$ cat src/rtl/ifetch32_hs.sv
// Instruction-fetch stage for the single-cycle MIPS core: PC, imem req/ready handshake, next-PC select, retire strobe.
// Optional misaligned-jr redirect to EXC_VECTOR is built when IFETCH_ALIGN_EXC_EN is defined.
//   state | meaning
//   FETCH | imem_req high, waiting for imem_ready to latch the instruction word
//   EXEC  | Instruction valid to decode; retires (and advances pc) when not stalled
module ifetch32_hs #(
    parameter logic [31:0] RESET_PC   = 32'h0000_0000,
    parameter int          IMEM_AW    = 14,
    parameter int          TIMEOUT    = 16,
    parameter logic [31:0] EXC_VECTOR = 32'h0000_0180
) (
    input  logic               clock,
    input  logic               reset,
    output logic               imem_req,
    output logic [IMEM_AW-1:0] imem_addr,
    input  logic               imem_ready,
    input  logic [31:0]        imem_rdata,
    output logic [31:0]        Instruction,
    output logic               instr_valid,
    input  logic               stall,
    output logic               retire,
    output logic [31:0]        pc,
    output logic [31:0]        link_addr,
    input  logic [31:0]        Addr_Result,
    input  logic [31:0]        Read_data_1,
    input  logic               Branch,
    input  logic               nBranch,
    input  logic               Zero,
    input  logic               Jmp,
    input  logic               Jal,
    input  logic               Jr,
    output logic               fetch_err,
    output logic [31:0]        retired_cnt,
    output logic               exc_pulse
);

    typedef enum logic {FETCH, EXEC} state_t;

    localparam logic [15:0] TIMEOUT_W = 16'(TIMEOUT);

    state_t      state;
    state_t      state_nx;
    logic        latch_instr;
    logic [31:0] next_pc;
    logic [31:0] jump_target;
    logic        take_branch;
    logic [15:0] wait_cnt;
    logic [15:0] wait_inc;

    always_ff @(posedge clock) begin
        if (reset) begin
            state <= FETCH;
        end else begin
            state <= state_nx;
        end
    end

    // Handshake outputs are masked while reset is high so no request leaks out of the reset cycle.
    always_comb begin
        state_nx    = state;
        imem_req    = 1'b0;
        instr_valid = 1'b0;
        retire      = 1'b0;
        latch_instr = 1'b0;
        if (!reset) begin
            case (state)
                FETCH: begin
                    imem_req = 1'b1;
                    if (imem_ready) begin
                        latch_instr = 1'b1;
                        state_nx    = EXEC;
                    end
                end
                EXEC: begin
                    instr_valid = 1'b1;
                    if (!stall) begin
                        retire   = 1'b1;
                        state_nx = FETCH;
                    end
                end
                default: state_nx = FETCH;
            endcase
        end
    end

    assign imem_addr = pc[IMEM_AW+1:2];
    assign link_addr = pc + 32'd4;
    assign wait_inc  = (wait_cnt == 16'hFFFF) ? wait_cnt : wait_cnt + 16'd1;

    always_comb begin
        jump_target = {link_addr[31:28], Instruction[25:0], 2'b00};
        take_branch = (Branch & Zero) | (nBranch & ~Zero);
        if (Jr) begin
            next_pc = Read_data_1;
        end else if (Jmp | Jal) begin
            next_pc = jump_target;
        end else if (take_branch) begin
            next_pc = Addr_Result;
        end else begin
            next_pc = link_addr;
        end
`ifdef IFETCH_ALIGN_EXC_EN
        if (Jr && (Read_data_1[1:0] != 2'b00)) begin
            next_pc = EXC_VECTOR;
        end
`endif
    end

`ifdef IFETCH_ALIGN_EXC_EN
    assign exc_pulse = retire & Jr & (Read_data_1[1:0] != 2'b00);
`else
    assign exc_pulse = 1'b0;
`endif

    always_ff @(posedge clock) begin
        if (reset) begin
            pc          <= RESET_PC;
            Instruction <= 32'h0;
            retired_cnt <= 32'h0;
            fetch_err   <= 1'b0;
            wait_cnt    <= 16'h0;
        end else begin
            if (latch_instr) begin
                Instruction <= imem_rdata;
            end
            if (retire) begin
                pc          <= next_pc;
                retired_cnt <= retired_cnt + 32'd1;
            end
            // fetch_err is sticky; the request keeps waiting after it is raised.
            if (imem_req) begin
                if (imem_ready) begin
                    wait_cnt <= 16'h0;
                end else begin
                    wait_cnt <= wait_inc;
                    if (wait_inc >= TIMEOUT_W) begin
                        fetch_err <= 1'b1;
                    end
                end
            end
        end
    end

endmodule

$ cat config.mk
export PLATFORM = sky130hd
export DESIGN_NAME = ifetch32_hs
export DESIGN_NICKNAME = d
export VERILOG_FILES = /design/src/rtl/ifetch32_hs.sv
export SDC_FILE = /design/constraint.sdc
export NUM_CORES = 1
export LEC_CHECK = 0
export CAP_MARGIN = 10
export CORE_MARGIN = 2
export CORE_UTILIZATION = 35
export DETAILED_ROUTE_END_ITERATION = 16
export GPL_ROUTABILITY_DRIVEN = 1
export GPL_TIMING_DRIVEN = 1
export PLACE_DENSITY = 0.77
export SYNTH_ARGS = -nofsm -noshare
export SYNTH_HDL_FRONTEND = slang
export SYNTH_SLANG_ARGS = --single-unit
$ cat constraint.sdc
create_clock -name clock -period 4.8 [get_ports clock]
set_input_delay 0.96 -clock clock [delete_from_list [all_inputs] [get_ports clock]]
set_output_delay 0.96 -clock clock [all_outputs]
set_load 0.005 [all_outputs]
# Word-level counts from Yosys, hierarchy flattened
# Cells that the tools add are included.
# classes
n_addsub	3
order_cmp	1
n_eq_ne	1
muxes	17
bitwise	7
n_reduce_logical	1
# op_table
operator	count
$mux W32	3
$add A32 B1 Y32 const B	1
$add A32 B3 Y32 const B	1
$mux W16	2
$add A16 B1 Y16 const B	1
$eq A16 B16 Y1 const B	1
$ge A16 B5 Y1 const B	1
$mux W1	11
$not A1 Y1	3
$reduce_and A3 Y1	1
$and A1 B1 Y1	2
$or A1 B1 Y1	2
$pmux W1 S2	1
# word_totals
ff_bits	114
out_inout_bits	147
wordCells	36

# Depth between registers and ports, before layout
# logic_depth
ltp_word	6
mapped_depth	8
mapped_depth_nobuf	8

# Least setup slack after synthesis
# Ideal clock, no wire load.
# synth_timing
kind	input -> output
startpoint	input port reset
endpoint	output port retire
t_arrival_ps	1831
required_ps	3840
path_slack_ps	2009
path_stages	5
cell_sequence	nand2b_1 clkinv_1 nand2b_1 clkinv_1 clkbuf_1
# synth_between
elab_chain_len	1
# synth_rtl
item	line_no	text
start: declaration	13	input logic reset,
$mux W1	65	if (!reset) begin
end: declaration	21	output logic retire,
# Every way passes these cells.

# Worst setup path after layout
# layout_timing
startpoint	register pc[2]
endpoint	output port link_addr[26]
# layout_between
elab_chain_len	1
# layout_rtl
item	line_no	text
start: declaration	22	output logic [31:0] pc,
start signal: assignment	127	pc <= next_pc;
$add A32 B3 Y32	87	assign link_addr = pc + 32'd4;
end: declaration	23	output logic [31:0] link_addr,
# Every way passes these cells.

==> impl_metrics.sql <==
INSERT INTO impl_metrics (metric_group, metric, value, unit) VALUES
('worst_setup_path', 'critPathTopFamily', 'simple AND/OR/NAND/NOR gates', ''),
('place', 'postPlaceCellArea', '0.008801', 'mm²'),
('place', 'place.detailed.instances', '1262', ''),
('global_routing', 'grt.total_usage', '0.2536', ''),
('synth', 'synth.yosys.seq_area_share', '0.3639', ''),
('sta', 'post-route-period-util', '0.8146', ''),
('synth', 'fraction_of_synthesized_cell_area_taken_by_the_top_area_cell_type', '0.3639', ''),
('clock_tree', 'h-tree-depth', '4', ''),
('sta', 'finalCriticalPeriod', '3.910', 'ns'),
('synth', 'syn-instance-count', '843', ''),
('place', 'place.gp.congestion', '0.9263', ''),
('power_and_ir_drop', 'p_total', '0.002623', 'W'),
('worst_hold_path', 'whs_path_depth', '2', ''),
('cells_and_area', 'layoutNonFillerInstCount', '1294', ''),
('cells_and_area', 'final_layout_size_suffix_gt1_frac', '0.05800', ''),
('synth', 'synth_fp_nets', '952', ''),
('synth', 'synth_largest_area_cell', 'sky130_fd_sc_hd__dfxtp_1', ''),
('sta', 'final.hold.worst_slack', '0.4578', 'ns'),
('global_routing', 'grt_overflow_total', '0', ''),
('sta', 'finClkSkew', '0.007401', 'ns'),
('worst_setup_path', 'startpoint_type', 'register', ''),
('floorplanning', 'placement_rows', '48', ''),
('worst_setup_path', 'critical_path.endpoint_type', 'primary output', ''),
('cells_and_area', 'layout.cell_area.non_filler', '0.009382', 'mm²'),
('global_routing', 'grt_max_degree', '65', ''),
('floorplanning', 'floorplan.die.width', '137.9', 'µm'),
('worst_setup_path', 'cp_cell_sequence', 'ha_1, nand3_1, nor2_1, nand3_1, or3_1, nand2_1, clkdlybuf4s50_1', ''),
('worst_setup_path', 'critical-path-slowest-cell', 'sky130_fd_sc_hd__clkdlybuf4s50_1', ''),
('floorplanning', 'floorplan.die_area', '0.01901', 'mm²'),
('sta', 'slew-limit-headroom', '0.2248', ''),
('synth', 'leading_post_synthesis_cells_by_cell_area', 'sky130_fd_sc_hd__dfxtp_1 36%, sky130_fd_sc_hd__nand2_1 9.0%, sky130_fd_sc_hd__o21ai_0 6.1%', ''),
('synth', 'mappedNetlistArea', '0.006272', 'mm²'),
('cells_and_area', 'fillers', '1665', ''),
('worst_setup_path', 'critical_path_fanout_max', '7', ''),
('sta', 'finalHoldViolCount', '0', ''),
('sta', 'setup_total_negative_slack', '0', 'ns'),
('worst_setup_path', 'cpPeakStageDelay', '0.52', 'ns'),
('worst_setup_path', 'crit_buf_inv', '1', ''),
('synth', 'post_synth_num_cell_types', '63', ''),
('global_routing', 'antenna_found_initial', '1', ''),
('worst_hold_path', 'worst_hold_startpoint', 'Instruction[26]$_SDFFE_PP0P_', ''),
('route', 'drt_wl_total', '24050', 'µm'),
('global_routing', 'global_route_wire_length_before_repair', '36530', 'µm'),
('worst_hold_path', 'hold_path_end', 'Instruction[26]$_SDFFE_PP0P_', ''),
('clock_tree', 'tritoncts', 'built', ''),
('sta', 'max_fclk', '255.8', 'MHz'),
('sta', 'max_slew.worst_pin.slew', '1.162', 'ns'),
('power_and_ir_drop', 'peakVddDrop', '0.0002091', 'V'),
('worst_setup_path', 'crit_top_cell', 'sky130_fd_sc_hd__nand3_1', ''),
('cells_and_area', 'nNetsFinal', '1165', ''),
('synth', 'postSynthRegisterBits', '114', ''),
('sta', 'rsz0062_at_grt', 'false', ''),
('worst_setup_path', 'timing.setup.critical_path_class', 'reg -> out', ''),
('status', 'result_of_the_run', 'finished clean', ''),
('clock_tree', 'postCtsHoldBufs', '0', ''),
('clock_tree', 'clock_latency', '0.42', 'ns'),
('place', 'io_buffers', '251', ''),
('floorplanning', 'die_h', '137.9', 'µm'),
('power_and_ir_drop', 'power.static_leakage', '3.319', 'nW'),
('worst_setup_path', 'r2r_cells', '7', ''),
('clock_tree', 'clkTransAtPathRegs', '0.06', 'ns'),
('cells_and_area', 'area_delta_synth_final', '49.57', '%'),
('route', 'drc', '0', ''),
('route', 'dr.first_iter.drc_count', '440', ''),
('synth', 'synth.yosys.warnings', '0', ''),
('worst_setup_path', 'regToRegSetupSlack', '2.05', 'ns'),
('worst_setup_path', 'cp_data_arrival_time', '2.95', 'ns'),
('synth', 'postSynth.topFlopCell', 'sky130_fd_sc_hd__dfxtp_1', ''),
('worst_setup_path', 'r2r-start', 'state$_SDFF_PP0_', ''),
('worst_setup_path', 'worst_r2r_endpoint', 'pc[18]$_SDFFE_PP0P_', ''),
('global_routing', 'grt_pass1_vias', '6638', '');
## cells in the mapped netlist, drive strengths merged, types with 2 or more instances
cell type	count
buf	26
nand3b	3
a21o	4
xor2	31
dfxtp	114
o211ai	5
a31oi	11
a31o	2
or3	15
nand4	17
nor4	6
o31ai	7
clkinv	2
a311oi	6
ha	3
or4	2
and4	6
mux2	2
o21a	2
nand2	151
a21oi	40
o21ai	79
nand2b	5
inv	13
a211o	3
nand3	46
and3	14
or2	4
mux2i	7
o221a	2
a22o	4
o32ai	2
clkbuf	38
and2	3
nor3	28
a221oi	5
o22ai	2
nor2	88
a211oi	6
xnor2	26
## worst max-delay path by stage
stage	start	endpoint	slack (ns)	cells after the start
4_1_cts	pc[2]$_SDFFE_PP0P_	link_addr[26]	0.91	7
3_5_place_dp	reset	retire	1.22	6
3_3_place_gp	reset	retire	1.22	6
2_1_floorplan	reset	retire	2.01	5
5_1_grt	pc[2]$_SDFFE_PP0P_	link_addr[28]	0.62	7
6_report	pc[2]$_SDFFE_PP0P_	link_addr[26]	0.89	7
## registers in the layout (all words and copies together) (netlist names)
| register | flops |
|---|---|
| retired_cnt | 32 |
| state | 1 |
| Instruction | 32 |
| wait_cnt | 16 |
| pc | 32 |
| fetch_err | 1 |
## metal layers
metal	routed length (µm)	vias up	global-route usage	share of wire
li1	-	3373	-	-
met1	9842	3250	0.3086	0.41
met2	11870	283	0.4381	0.49
met3	1859	31	0.06287	0.077
met4	480	0	0.08220	0.020
met5	0	-	0	0
## kinds of logic after synthesis
| logic type | after synthesis | synth area share |
|---|---|---|
| XOR/XNOR | 57 | 0.08079 |
| buffers and inverters | 79 | 0.05985 |
| AO/OA/AOI/OAI | 188 | 0.1833 |
| flip-flops | 114 | 0.3639 |
| adder cells (fa/ha/maj) | 3 | 0.005985 |
| AND/OR/NAND/NOR | 392 | 0.2908 |
| other | 1 | 0.0005979 |
| multiplexers | 9 | 0.01476 |
## worst min-delay path: stages (launching register included)
cell,delay [ns]
sky130_fd_sc_hd__dfxtp_1,0.31
sky130_fd_sc_hd__nand2_1,0.05
sky130_fd_sc_hd__o21ai_0,0.06
## area by class of cell
class,instances,area [µm²],share of cell area
repair buffers,258,2555,0.2723
multi-input cells,650,3626,0.3865
inverters,15,56.30,0.006002
flip-flops and latches,114,2282,0.2433
clock inverters,13,127.6,0.01360
well taps,225,281.5,0.03001
clock buffers,19,452.9,0.04828
## power breakdown
group	switching, W	internal, W	total, W
sequential	0.0000398	0.000979	0.00102
combinational	0.000163	0.000200	0.000364
clock	0.000493	0.000747	0.00124
total	0.000696	0.00193	0.00262
## stage by stage
stage	setup WS (ns)	util
2_1_floorplan	2.009	-
3_3_place_gp	1.217	0.5053
3_5_place_dp	1.220	0.5053
4_1_cts	0.9117	0.5386
5_1_grt	0.6204	0.5386
6_report	0.8900	0.5386
## placed cells by master, fill, tap and decap left out, types with 14 or more instances in the layout
cell / instances
sky130_fd_sc_hd__nand4_1: 16
sky130_fd_sc_hd__nand2_1: 151
sky130_fd_sc_hd__xnor2_1: 25
sky130_fd_sc_hd__dfxtp_1: 114
sky130_fd_sc_hd__o21ai_0: 77
sky130_fd_sc_hd__nor3_1: 27
sky130_fd_sc_hd__nand3_1: 45
sky130_fd_sc_hd__clkbuf_16: 17
sky130_fd_sc_hd__and3_1: 14
sky130_fd_sc_hd__or3_1: 15
sky130_fd_sc_hd__xor2_1: 31
sky130_fd_sc_hd__nor2_1: 87
sky130_fd_sc_hd__a21oi_1: 40
sky130_fd_sc_hd__clkdlybuf4s50_1: 249
Power figures use the tool's default switching activity.
